### src/rtl/vicii_palette_encoder.sv
// Programmable VIC-II palette encoder: colour index -> luma / rotated chroma phase, two-stage pipeline.
// Defining VICII_PALETTE_READBACK_EN adds the cfg_re / cfg_rdata palette readback port.
module vicii_palette_encoder #(
  parameter int LUMA_W      = 5,
  parameter int CHROMA_W    = 5,
  parameter int IDX_W       = 4,
  parameter int PHASE_INC   = 4,
  parameter int BURST_PHASE = 'h10,
  parameter int PAL_MODE    = 1
) (
  input  logic                     clk,
  input  logic                     rst_n,
  input  logic                     pix_valid,
  input  logic [IDX_W-1:0]         pixel,
  input  logic                     blank,
  input  logic                     burst,
  input  logic                     line_start,
  input  logic                     cfg_we,
  input  logic [IDX_W-1:0]         cfg_addr,
  input  logic [CHROMA_W+LUMA_W:0] cfg_data,
  output logic [LUMA_W-1:0]        luma,
  output logic [CHROMA_W-1:0]      chroma,
  output logic                     chroma_en,
`ifdef VICII_PALETTE_READBACK_EN
  output logic                     out_valid,
  input  logic                     cfg_re,
  output logic [CHROMA_W+LUMA_W:0] cfg_rdata
`else
  output logic                     out_valid
`endif
);

  localparam int DEPTH   = 1 << IDX_W;
  localparam int ENTRY_W = 1 + CHROMA_W + LUMA_W;
  localparam logic [CHROMA_W-1:0] PHASE_STEP = CHROMA_W'(PHASE_INC);
  localparam logic [CHROMA_W-1:0] BURST_REF  = CHROMA_W'(BURST_PHASE);

  function automatic logic [ENTRY_W-1:0] pack_entry(input logic en, input int ph, input int lu);
    return {en, CHROMA_W'(ph), LUMA_W'(lu)};
  endfunction

  function automatic logic [ENTRY_W-1:0] default_entry(input int idx);
    case (idx)
      1:       return pack_entry(1'b0, 'h00, 31);
      2:       return pack_entry(1'b1, 'h09, 10);
      3:       return pack_entry(1'b1, 'h18, 20);
      4:       return pack_entry(1'b1, 'h02, 12);
      5:       return pack_entry(1'b1, 'h12, 16);
      6:       return pack_entry(1'b1, 'h00, 8);
      7:       return pack_entry(1'b1, 'h0D, 24);
      8:       return pack_entry(1'b1, 'h0A, 12);
      9:       return pack_entry(1'b1, 'h0B, 8);
      10:      return pack_entry(1'b1, 'h09, 16);
      11:      return pack_entry(1'b0, 'h00, 10);
      12:      return pack_entry(1'b0, 'h00, 15);
      13:      return pack_entry(1'b1, 'h12, 24);
      14:      return pack_entry(1'b1, 'h00, 15);
      15:      return pack_entry(1'b0, 'h00, 20);
      default: return '0;  // entry 0 is black; entries beyond the VIC-II set start cleared
    endcase
  endfunction

  // Odd PAL lines subtract the hue from the subcarrier instead of adding it.
  function automatic logic [CHROMA_W-1:0] rotate_phase(input logic [CHROMA_W-1:0] acc,
                                                       input logic [CHROMA_W-1:0] ph,
                                                       input logic odd);
    return odd ? (acc - ph) : (acc + ph);
  endfunction

  logic [ENTRY_W-1:0]  table_q [DEPTH];
  logic [CHROMA_W-1:0] acc_q, acc_d;
  logic                line_odd_q, line_odd_d;

  logic [ENTRY_W-1:0]  entry_p1_q;
  logic                blank_p1_q, burst_p1_q, vld_p1_q;

  logic [LUMA_W-1:0]   luma_p2_q, luma_d;
  logic [CHROMA_W-1:0] chroma_p2_q, chroma_d;
  logic                chroma_en_p2_q, chroma_en_d, vld_p2_q;

  logic                en_p1;
  logic [CHROMA_W-1:0] ph_p1;
  logic [LUMA_W-1:0]   lu_p1;

  assign acc_d      = acc_q + PHASE_STEP;
  assign line_odd_d = (PAL_MODE != 0) ? (line_odd_q ^ line_start) : 1'b0;
  assign {en_p1, ph_p1, lu_p1} = entry_p1_q;

  // Stage 2: resolve burst / blank / palette colour against the live subcarrier phase
  always_comb begin
    luma_d      = '0;
    chroma_d    = '0;
    chroma_en_d = 1'b0;
    if (burst_p1_q) begin
      chroma_en_d = 1'b1;
      chroma_d    = rotate_phase(acc_q, BURST_REF, line_odd_q);
    end else if (!blank_p1_q) begin
      luma_d = lu_p1;
      if (en_p1) begin
        chroma_en_d = 1'b1;
        chroma_d    = rotate_phase(acc_q, ph_p1, line_odd_q);
      end
    end
  end

  always_ff @(posedge clk) begin
    if (!rst_n) begin
      acc_q          <= '0;
      line_odd_q     <= 1'b0;
      entry_p1_q     <= '0;
      blank_p1_q     <= 1'b0;
      burst_p1_q     <= 1'b0;
      vld_p1_q       <= 1'b0;
      luma_p2_q      <= '0;
      chroma_p2_q    <= '0;
      chroma_en_p2_q <= 1'b0;
      vld_p2_q       <= 1'b0;
      for (int i = 0; i < DEPTH; i++) table_q[i] <= default_entry(i);
    end else begin
      acc_q          <= acc_d;
      line_odd_q     <= line_odd_d;
      // Stage 1: the lookup sees the table before this cycle's write lands
      entry_p1_q     <= table_q[pixel];
      blank_p1_q     <= blank;
      burst_p1_q     <= burst;
      vld_p1_q       <= pix_valid;
      luma_p2_q      <= luma_d;
      chroma_p2_q    <= chroma_d;
      chroma_en_p2_q <= chroma_en_d;
      vld_p2_q       <= vld_p1_q;
      if (cfg_we) table_q[cfg_addr] <= cfg_data;
    end
  end

  assign luma      = luma_p2_q;
  assign chroma    = chroma_p2_q;
  assign chroma_en = chroma_en_p2_q;
  assign out_valid = vld_p2_q;

`ifdef VICII_PALETTE_READBACK_EN
  logic [ENTRY_W-1:0] cfg_rdata_q;

  always_ff @(posedge clk) begin
    if (!rst_n)      cfg_rdata_q <= '0;
    else if (cfg_re) cfg_rdata_q <= table_q[cfg_addr];
  end

  assign cfg_rdata = cfg_rdata_q;
`endif

endmodule

### config.mk
export PLATFORM = sky130hd
export DESIGN_NAME = vicii_palette_encoder
export DESIGN_NICKNAME = d
export VERILOG_FILES = /design/src/rtl/vicii_palette_encoder.sv
export SDC_FILE = /design/constraint.sdc
export NUM_CORES = 1
export LEC_CHECK = 0
export ABC_CLOCK_PERIOD_IN_PS = 3330
export BUFFER_PORTS_ARGS = -buffer_cell sky130_fd_sc_hd__buf_2
export CAP_MARGIN = 20
export CORE_MARGIN = 3
export CORE_UTILIZATION = 50
export CTS_BUF_LIST = sky130_fd_sc_hd__clkbuf_8 sky130_fd_sc_hd__clkbuf_16
export DETAILED_ROUTE_END_ITERATION = 8
export GPL_TIMING_DRIVEN = 0
export PLACE_DENSITY = 0.67
export SYNTH_ARGS = -nofsm -noshare
export SYNTH_HDL_FRONTEND = slang
export SYNTH_SLANG_ARGS = --single-unit
### constraint.sdc
create_clock -name clk -period 3.33 [get_ports clk]
set_input_delay 0.333 -clock clk [delete_from_list [all_inputs] [get_ports clk]]
set_output_delay 0.333 -clock clk [all_outputs]
set_load 0.01 [all_outputs]
==> flow_metrics.py <==
metrics = {
    "status": {
        "outcome": "complete, no violations",
    },
    "global_routing": {
        "first_global_vias": 5385,
        "global_route.usage.total": 0.227,
        "grt_remaining_overflow": 0,
        "number_of_antenna_violations_at_the_first_check_in_global_routing": 0,
        "grt_pass1_wl_um": 33900,
        "largest_net_degree_at_the_start_of_global_routing": 15,
    },
    "placed_design": {
        "post-dp-hpwl_um": 15700,
        "io_buffer_count": 32,
        "placed_cells_incl_taps": 880,
        "dpl_cell_area_mm2": 0.00995,
        "gp_congestion": 0.857,
    },
    "cts": {
        "cts_inserted_buffers": 22,
        "tritoncts": "yes",
        "cell_at_the_root_of_the_clock_tree": "clkbuf_16",
        "ctsResizeCount": 0,
        "tritoncts_num_sinks": 206,
        "cts_buffer_depth": 3,
        "worst_setup_hold_path_clk_slew_ps": 60,
        "ctsHtreeMaxLevel": 1,
        "clk-insertion-delay-late_ps": 500,
        "cts-hold-fix-buffers": 0,
        "postCtsSetupBuffers": 0,
    },
    "power": {
        "cellInternalPower_mw": 4.66,
        "netSwitchingPower_mw": 1.33,
        "pwr-share-clk": 0.410,
        "p_per_area_mw_per_mm2": 561,
        "comb_power_frac": 0.090,
        "switching_share": 0.223,
        "ir_worst_vdd_mv": 0.389,
        "power_mw": 5.99,
        "power.leakage_nw": 3.92,
        "sequential_cell_fraction_of_total_power": 0.499,
    },
    "die": {
        "dieArea_mm2": 0.0205,
        "i_o_pin_total": 38,
        "initial_core_util": 0.516,
        "rows": 49,
        "placeableCoreArea_mm2": 0.0182,
        "die_width_um": 143,
        "die_h_um": 143,
    },
    "min_path": {
        "worstHoldStart": "burst",
        "min_path_type": "input port to register",
    },
    "timing": {
        "rsz_0062_raised_after_global_routing": "no",
        "fin_crit_sh": 0.695,
        "period_minus_slack_ps": 2320,
        "final.setup.tns_ps": 0,
        "tightest_slew_ps": 803,
        "finalSetupViolations": 0,
        "max_clock_freq_ghz": 0.432,
        "finalHoldWorstSlack_ps": 42.8,
        "fin_skew_ps": 11.9,
        "maxSlewViolCount": 0,
        "slew_headroom": 0.463,
        "hold_viol": 0,
    },
    "synth": {
        "synth_async_sr_flop_share": 0,
        "synth_seq_cells": 206,
        "top_flip_flop_cell_by_instance_count_after_synthesis": "edfxtp_1",
        "synthesis.yosys.warnings": 0,
        "synth_cell_type_count": 48,
        "post-synth-top-area-fraction": 0.563,
        "synth_sequential_area_ratio": 0.627,
        "netlist_instances": 607,
        "syn-cell-area_mm2": 0.00939,
        "yosysTopAreaCell": "edfxtp_1",
        "syn-num-nets": 638,
        "synth.avg_cell_area_um2": 15.5,
        "yosys-top-cells-area": "edfxtp_1 56%, mux4_1 9.8%, and2_1 8.4%",
        "synth-edff-count": 176,
    },
    "detailed_routing": {
        "vias_per_cell": 5.98,
        "detail_route.first_pass.iterations": 6,
        "wl_per_cell_um": 24.8,
        "number_of_antenna_violating_nets_in_the_routed_design": 0,
        "finalWirelength_um": 22800,
        "via_count": 5492,
        "remaining_drc_errors": 0,
        "detail_route.iter0.violations": 622,
    },
    "cells_and_area": {
        "final-instance-count-excl-fill": 919,
        "finish.net_count": 706,
        "post_route_cells_drive_above_1_share": 0.165,
        "num_antenna_cells": 0,
        "finalInstanceArea_mm2": 0.0107,
        "final.fill_count": 1361,
        "syn_to_final_growth_pct": 13.8,
    },
    "worst_setup_path": {
        "cp_max_fo": 11,
        "critical_path.endpoint_type": "register",
        "timing.critical_path.required_ps": 3460,
        "critical_path_class": "input port to register",
        "worst_setup_path_startpoint": "cfg_addr[2]",
        "reg2reg_from": "entry_p1_q[5]",
        "worst-endpoint-arrival_ps": 2450,
        "start_kind": "input port",
    },
    "flow_run": {
        "cap_viol_max_count": 0,
    },
}
==> critical path: stages <==
cell      delay [ps]
buf_2            130
nand4b_2         360
nor3_1           560
clkbuf_1         470
nand2b_1         580
==> logic make-up (layout without fill, tap and decap cells) <==
kind of cell | after synthesis | after routing | share of synthesized area
DFF | 206 | 206 | 0.627
AOI/OAI and AO/OA | 34 | 34 | 0.0223
buffers and inverters | 50 | 133 | 0.0367
muxes | 68 | 68 | 0.144
and+or+nand+nor | 237 | 237 | 0.157
xor gates and xnor gates | 7 | 7 | 0.00653
adders and majority gates | 5 | 5 | 0.00666
==> power groups by stage <==
stage / combinational [mW] / sequential (mW) / clock, mW
final: 0.540 / 2.99 / 2.46
after global routing: 0.574 / 3.01 / 2.55
after CTS: 0.538 / 2.99 / 2.46
after detailed placement: 0.537 / 3.05 / 0
after global placement: 0.510 / 3.04 / 0
after floorplan: 0.336 / 3.03 / 0
==> cells in the mapped netlist (all sizes together) (4+ instances only) <==
master  count
o22ai      10
nor3        7
mux4       43
ha          5
buf        11
dfxtp      30
or3        51
mux2i      23
nand2b     19
nor2       17
edfxtp    176
clkbuf     35
o21ai      12
or2b        4
nand2       4
xnor2       4
inv         4
and2      126
==> per-layer routing <==
| metal | wire (µm) | GRT usage | vias to the layer above |
|---|---|---|---|
| met4 | 460 | 0.0530 | 0 |
| met2 | 10800 | 0.366 | 253 |
| li1 | - | - | 2439 |
| met3 | 1850 | 0.0368 | 29 |
| met1 | 9670 | 0.330 | 2771 |
| met5 | 0 | 0 | - |
==> path summary, 6_finish.rpt <==
check	end	slack, ps	depth (start not counted)
worst max-delay path	table_q[8][5]	1010	5
worst min register to register	luma[0]	430	1
worst min-delay path	burst_p1_q	40	2
worst max register to register	chroma[4]	1510	9
==> flip-flops by register name (all words and copies together), names as in the netlist, 3 cells and up <==
name / flops
acc_q: 3
table_q: 176
chroma: 5
luma: 5
entry_p1_q: 11
==> area by class of cell <==
| class | count | area (µm²) | share of cell area |
|---|---|---|---|
| Tap cell | 229 | 287 | 0.0268 |
| Clock buffer | 28 | 667 | 0.0624 |
| Clock inverter | 11 | 70.1 | 0.00656 |
| Sequential cell | 206 | 5890 | 0.551 |
| Buffer | 46 | 329 | 0.0308 |
| Timing Repair Buffer | 44 | 273 | 0.0255 |
| Multi-Input combinational cell | 351 | 3160 | 0.296 |
| Inverter | 4 | 15.0 | 0.00141 |
==> through the flow <==
| stage | util | setup WS [ps] |
|---|---|---|
| 3_3_place_gp | 0.540 | 146 |
| 2_1_floorplan | - | 1080 |
| 5_1_grt | 0.587 | 861 |
| 4_1_cts | 0.587 | 1050 |
| 3_5_place_dp | 0.546 | 536 |
| 6_report | 0.587 | 1010 |
==> cells in the final DEF (no fill, tap or decap), drive strengths merged, types with 5 or more instances in the layout <==
master / netlist / final
nor3: 7 / 7
and2: 126 / 126
mux4: 43 / 43
clkbuf: 35 / 63
inv: 4 / 11
dfxtp: 30 / 30
edfxtp: 176 / 176
or3: 51 / 51
o22ai: 10 / 10
o21ai: 12 / 12
mux2i: 23 / 23
buf: 11 / 55
nand2b: 19 / 19
nor2: 17 / 17
ha: 5 / 5
Note: power is estimated with default switching activity, not from simulation.
